File: config.mk
export PLATFORM = sky130hd
export DESIGN_NAME = mc_control_unit
export DESIGN_NICKNAME = d
export VERILOG_FILES = /design/src/rtl/mc_control_unit.sv
export SDC_FILE = /design/constraint.sdc
export NUM_CORES = 1
export LEC_CHECK = 0
export CORE_MARGIN = 5
export CORE_UTILIZATION = 48
export DETAILED_ROUTE_END_ITERATION = 8
export HOLD_SLACK_MARGIN = 0.08
export PLACE_DENSITY = 0.77
export SLEW_MARGIN = 5
export SYNTH_ARGS = -nofsm -noshare
export SYNTH_HDL_FRONTEND = slang
export SYNTH_SLANG_ARGS = --single-unit
File: constraint.sdc
create_clock -name clk -period 1.85 [get_ports clk]
set_input_delay 0.37 -clock clk [delete_from_list [all_inputs] [get_ports clk]]
set_output_delay 0.37 -clock clk [all_outputs]
set_load 0.02 [all_outputs]
File: src/rtl/mc_control_unit.sv
// rtl/mc_control_unit.sv - multicycle MIPS control FSM with retired-instruction counter (optional JUMP_EN adds the jump state)
module mc_control_unit #(
    parameter int          CNT_W    = 16,
    parameter logic [5:0]  OP_RTYPE = 6'b000000,
    parameter logic [5:0]  OP_LW    = 6'b100011,
    parameter logic [5:0]  OP_SW    = 6'b101011,
    parameter logic [5:0]  OP_BEQ   = 6'b000100,
    parameter logic [5:0]  OP_ADDI  = 6'b001000,
    parameter logic [5:0]  OP_J     = 6'b000010
) (
    input  logic             clk,
    input  logic             rst,
    input  logic [5:0]       opcode,
    input  logic             mem_ready,
    output logic             pc_write,
    output logic             pc_write_cond,
    output logic             i_or_d,
    output logic             mem_read,
    output logic             mem_write,
    output logic             ir_write,
    output logic             mem_to_reg,
    output logic             reg_dst,
    output logic             reg_write,
    output logic             alu_src_a,
    output logic [1:0]       alu_src_b,
    output logic [1:0]       alu_op,
    output logic [1:0]       pc_source,
    output logic             illegal_op,
    output logic [CNT_W-1:0] instr_count,
    output logic [3:0]       state
);

    typedef enum logic [3:0] {
        S_FETCH   = 4'd0,
        S_DECODE  = 4'd1,
        S_MEMADR  = 4'd2,
        S_MEMRD   = 4'd3,
        S_MEMWB   = 4'd4,
        S_MEMWR   = 4'd5,
        S_EXEC    = 4'd6,
        S_RWB     = 4'd7,
        S_BRANCH  = 4'd8,
        S_ADDIEX  = 4'd9,
        S_ADDIWB  = 4'd10,
        S_JUMP    = 4'd11,
        S_ILLEGAL = 4'd12
    } state_t;

    state_t     state_q;
    state_t     state_d;
    logic [5:0] op_q;
    logic       retire;

    assign state = state_q;

    // State register
    always_ff @(posedge clk) begin
        if (rst) begin
            state_q <= S_FETCH;
        end else begin
            state_q <= state_d;
        end
    end

    // Opcode is captured in DECODE so MEMADR can pick load vs store later
    always_ff @(posedge clk) begin
        if (rst) begin
            op_q <= 6'd0;
        end else if (state_q == S_DECODE) begin
            op_q <= opcode;
        end
    end

    // An instruction retires when a final state hands back to FETCH; ILLEGAL is excluded
    always_comb begin
        retire = 1'b0;
        if (state_d == S_FETCH) begin
            case (state_q)
                S_MEMWB, S_MEMWR, S_RWB, S_BRANCH, S_ADDIWB, S_JUMP: retire = 1'b1;
                default: retire = 1'b0;
            endcase
        end
    end

    // Retired-instruction counter, wraps naturally; reset wins over increment
    always_ff @(posedge clk) begin
        if (rst) begin
            instr_count <= '0;
        end else if (retire) begin
            instr_count <= instr_count + CNT_W'(1);
        end
    end

    // Next-state logic
    always_comb begin
        state_d = state_q;
        case (state_q)
            S_FETCH: begin
                if (mem_ready) state_d = S_DECODE;
            end
            S_DECODE: begin
                if (opcode == OP_LW || opcode == OP_SW) begin
                    state_d = S_MEMADR;
                end else if (opcode == OP_RTYPE) begin
                    state_d = S_EXEC;
                end else if (opcode == OP_BEQ) begin
                    state_d = S_BRANCH;
                end else if (opcode == OP_ADDI) begin
                    state_d = S_ADDIEX;
`ifdef JUMP_EN
                end else if (opcode == OP_J) begin
                    state_d = S_JUMP;
`else
                end else if (opcode == OP_J) begin
                    state_d = S_ILLEGAL;
`endif
                end else begin
                    state_d = S_ILLEGAL;
                end
            end
            S_MEMADR: state_d = (op_q == OP_LW) ? S_MEMRD : S_MEMWR;
            S_MEMRD: begin
                if (mem_ready) state_d = S_MEMWB;
            end
            S_MEMWB: state_d = S_FETCH;
            S_MEMWR: begin
                if (mem_ready) state_d = S_FETCH;
            end
            S_EXEC:    state_d = S_RWB;
            S_RWB:     state_d = S_FETCH;
            S_BRANCH:  state_d = S_FETCH;
            S_ADDIEX:  state_d = S_ADDIWB;
            S_ADDIWB:  state_d = S_FETCH;
`ifdef JUMP_EN
            S_JUMP:    state_d = S_FETCH;
`endif
            S_ILLEGAL: state_d = S_FETCH;
            default:   state_d = S_FETCH;
        endcase
    end

    // Moore control strobes decoded from the current state; reset masks all side-effecting strobes
    always_comb begin
        pc_write      = 1'b0;
        pc_write_cond = 1'b0;
        i_or_d        = 1'b0;
        mem_read      = 1'b0;
        mem_write     = 1'b0;
        ir_write      = 1'b0;
        mem_to_reg    = 1'b0;
        reg_dst       = 1'b0;
        reg_write     = 1'b0;
        alu_src_a     = 1'b0;
        alu_src_b     = 2'b00;
        alu_op        = 2'b00;
        pc_source     = 2'b00;
        illegal_op    = 1'b0;
        case (state_q)
            S_FETCH: begin
                mem_read  = 1'b1;
                alu_src_b = 2'b01;
                ir_write  = mem_ready;
                pc_write  = mem_ready;
            end
            S_DECODE: alu_src_b = 2'b11;
            S_MEMADR: begin
                alu_src_a = 1'b1;
                alu_src_b = 2'b10;
            end
            S_MEMRD: begin
                mem_read = 1'b1;
                i_or_d   = 1'b1;
            end
            S_MEMWB: begin
                mem_to_reg = 1'b1;
                reg_write  = 1'b1;
            end
            S_MEMWR: begin
                mem_write = 1'b1;
                i_or_d    = 1'b1;
            end
            S_EXEC: begin
                alu_src_a = 1'b1;
                alu_op    = 2'b10;
            end
            S_RWB: begin
                reg_dst   = 1'b1;
                reg_write = 1'b1;
            end
            S_BRANCH: begin
                alu_src_a     = 1'b1;
                alu_op        = 2'b01;
                pc_write_cond = 1'b1;
                pc_source     = 2'b01;
            end
            S_ADDIEX: begin
                alu_src_a = 1'b1;
                alu_src_b = 2'b10;
            end
            S_ADDIWB: reg_write = 1'b1;
`ifdef JUMP_EN
            S_JUMP: begin
                pc_write  = 1'b1;
                pc_source = 2'b10;
            end
`endif
            S_ILLEGAL: illegal_op = 1'b1;
            default: begin
            end
        endcase
        if (rst) begin
            pc_write      = 1'b0;
            pc_write_cond = 1'b0;
            mem_read      = 1'b0;
            mem_write     = 1'b0;
            ir_write      = 1'b0;
            reg_write     = 1'b0;
            illegal_op    = 1'b0;
        end
    end

endmodule
==> results by group, run 1 <==
GRT
  • First-pass GRT wire length: 7030 um
  • Initial antenna violation count: 0
  • Largest net degree at the start of global routing: 25
  • Total grt overflow: 0
  • Vias in the first global route: 1522
  • Gr usage total: 0.196

Critical path
  • Startpoint Class: input pin
  • Worst reg2reg path startpoint: state[3]$_SDFF_PP0_
  • Setup crit end kind: flop
  • Reg-to-reg endpoint: instr_count[12]$_SDFFE_PP0P_
  • Worst R2R Path Depth: 5
  • R2r setup slk: 0.09 ns
  • Required @ worst endpoint: 2.08 ns
  • Crit Path Class: in -> reg
  • Slowest-stage cell, CP: clkdlybuf4s50_1
  • Delay of the slowest cell on the worst path: 0.52 ns
  • Critical Path, Cell by Cell: clkdlybuf4s50_1 -> and2b_1 -> o2111ai_2 -> nor4b_1 -> mux2_2
  • Crit path DAT: 2.05 ns
  • Max Fanout on Critical Path: 3

Clock network
  • Clk Latency, worst-skew pair: between 0.3 and 0.4 ns
  • Sink Count: 26
  • Root Buffer: clkbuf_4
  • Clk slew on worst S/H paths: 0.14 ns
  • CTS tree: built
  • Longest Clk Path Bufs: 2
  • H-tree levels: 1
  • Cts bufs inserted: 3
  • Post-CTS Setup Inserts: 0

Synthesis
  • FF+latch count, synth: 26
  • Seq/Total Area, Yosys: 0.318
  • Synth unique cells: 49
  • Share of the synthesized area in the top cell type: 0.318
  • Async SR Flop Fraction: 0
  • Dominant synthesized flop cell: dfxtp_1
  • Mapped Nets: 213
  • Syn avg cell area: 8.07 um^2
  • Cell Area, Synth: 1640 um^2
  • Synthesis Warnings: 0
  • Synth area leaders: dfxtp_1, mux2_2, a21oi_1, nand2_1, nor2_1
  • Mapped Cells: 203
  • Most area-hungry cell type in the Yosys netlist: dfxtp_1
  • Post-synth EDFFs: 0

Power and ir drop
  • Total power: 1190 uW
  • Pwr dens: 490 nW/um^2
  • P_leak: 0.000997 uW
  • Worst VDD drop: 0.000461 V

STA
  • Setup violators final: 0
  • RSZ-0062 raised after global routing: yes
  • Final Skew: 0.0115 ns
  • Maximum clock frequency: 0.549 GHz
  • Slew Limit Fails: 0
  • Hold Vio Cnt, Final: 0
  • Clock period minus worst slack: 1.82 ns
  • Setup TNS: 0 ns
  • WHS: 0.469 ns
  • Fin crit share: 0.984

Final layout
  • Most common cell after layout, fill and taps aside: buf_4
  • Synth-to-layout area growth: 48.1%
  • Final #Nets: 284
  • Layout cell share with drive strength beyond 1: 0.344
  • Util after Layout: 0.732
  • Diode count: 0
  • Most frequent cells in the layout: buf_4, dfxtp_1, clkdlybuf4s50_1
  • # fillers: 277

Floorplanning
  • Core area: 3310 um^2
  • # IOs: 46
  • Die Y: slightly below 70 um
  • Initial core utilization: 0.495
  • Die Area: 4680 um^2
  • Die width: 68.4 um
  • Row cnt: 21

Detailed routing
  • ANT nets after route: 0
  • Routed len/inst: 13.4 um
  • TritonRoute pass-1 iters: 4
  • Drt drc: 0
  • Via count: 1712
  • Initial DRC count: 87
  • WL final: roughly 4300 um
  • Routed vias/inst: 5.37

Run status
  • Status: finished, final reports clean

Placed design
  • Detailed placer's ending HPWL: roughly 3200 um
  • Gp weighted congestion: 0.796
  • Port buffer count: 44

Worst hold path
  • Hold/Removal Path Class: reg -> reg
  • Worst Hold Path EP: op_q[0]$_SDFFE_PP0P_
  • Hold path start: op_q[0]$_SDFFE_PP0P_
  • Hold Crit Depth: 2

Job
  • Max-capacitance violation count: 0
[layer usage]
layer  up-vias  part of all wire  routed length, um  track usage
met2        42              0.48               2060        0.322
met3         2             0.045                194       0.0345
li1        884                 -                  -            -
met4         0            0.0080                 34       0.0521
met1       784              0.46               1980        0.261
met5         -                 0                  0            0
[sequential cells by signal, summed over array words and instances, names as in the netlist]
signal,count
instr_count,16
op_q,6
state,4
[what timing repair did]
action,4_1_cts,5_1_grt
resized for setup,57,36
endpoints found under the setup margin,20,18
pin swaps,0,2
hold buffers,0,0
[how the worst max path moves through the flow]
| stage | endpoint | depth (start not counted) | startpoint | slack (ns) |
|---|---|---|---|---|
| 2_1_floorplan | alu_src_a | 3 | state[3]$_SDFF_PP0_ | -0.02 |
| 3_3_place_gp | ir_write | 4 | rst | -0.35 |
| 3_5_place_dp | illegal_op | 4 | rst | -0.42 |
| 4_1_cts | pc_source[0] | 5 | state[3]$_SDFF_PP0_ | 0.002 |
| 5_1_grt | alu_src_b[1] | 5 | state[0]$_SDFF_PP0_ | -0.04 |
| 6_report | instr_count[12]$_SDFFE_PP0P_ | 5 | mem_ready | 0.03 |
[critical path, delay by kind of cell]
kind / cells / cell delay (ns)
simple gates: 2 / 0.63
buf+inv: 1 / 0.52
mux: 1 / 0.38
compound gates: 1 / 0.15
[cells in the mapped netlist, drive strengths merged, types with 2 or more instances]
master  count
a21oi      17
a31oi       2
and2        2
buf        11
clkbuf      6
dfxtp      26
inv         2
mux2        9
nand2      19
nand2b      6
nand3       8
nand3b      3
nand4       6
nor2       17
nor2b       8
nor3       11
nor3b       2
nor4        7
nor4b       2
o21ai       8
o31ai       6
or4         7
[cell families (layout without fill, tap and decap cells)]
group           count (synthesis)  count (layout)  synth area share
simple gates                  105             105             0.380
compound gates                 39              39             0.150
flops                          26              26             0.318
buf+inv                        19              89            0.0634
mux                            10              10            0.0680
xor+xnor                        2               2            0.0107
fa+ha+maj                       1               1           0.00764
other cells                     1               1           0.00229
[report_power, final]
group          switching [uW]  leakage (uW)  internal [uW]
combinational             170      0.000764            149
clock                     161     0.0000210            120
sequential               13.6      0.000213            574
total                     344      0.000997            844
[metrics by stage]
| stage | area (um^2) | std cells | worst slack (ns) |
|---|---|---|---|
| finish | 2420 | 319 | 0.0291 |
| detailed placement | 2400 | 315 | -0.425 |
| CTS | 2400 | 319 | 0.00195 |
| global placement | 2400 | 315 | -0.349 |
| global route | 2420 | 319 | -0.0361 |
| floorplan | 1690 | 203 | -0.0214 |
[area by class of cell]
type	instances	area, um^2	area share
clock buffer	4	36.3	0.0150
timing repair buffer	83	701	0.289
inverter	2	7.51	0.00310
sequential	26	531	0.219
tap	46	57.6	0.0237
multi-input combinational	158	1090	0.450
Note: power is estimated with default switching activity, not from simulation.
==> run 2: changes to the inputs <==
--- a/config.mk
+++ b/config.mk
@@ -7,8 +7,8 @@
 export LEC_CHECK = 0
 export CORE_MARGIN = 5
 export CORE_UTILIZATION = 48
+export CTS_CLUSTER_SIZE = 14
 export DETAILED_ROUTE_END_ITERATION = 8
-export HOLD_SLACK_MARGIN = 0.08
 export PLACE_DENSITY = 0.77
 export SLEW_MARGIN = 5
 export SYNTH_ARGS = -nofsm -noshare
==> results of run 2 <==
The final DEF is identical to that of run 1; final timing and power are the same.
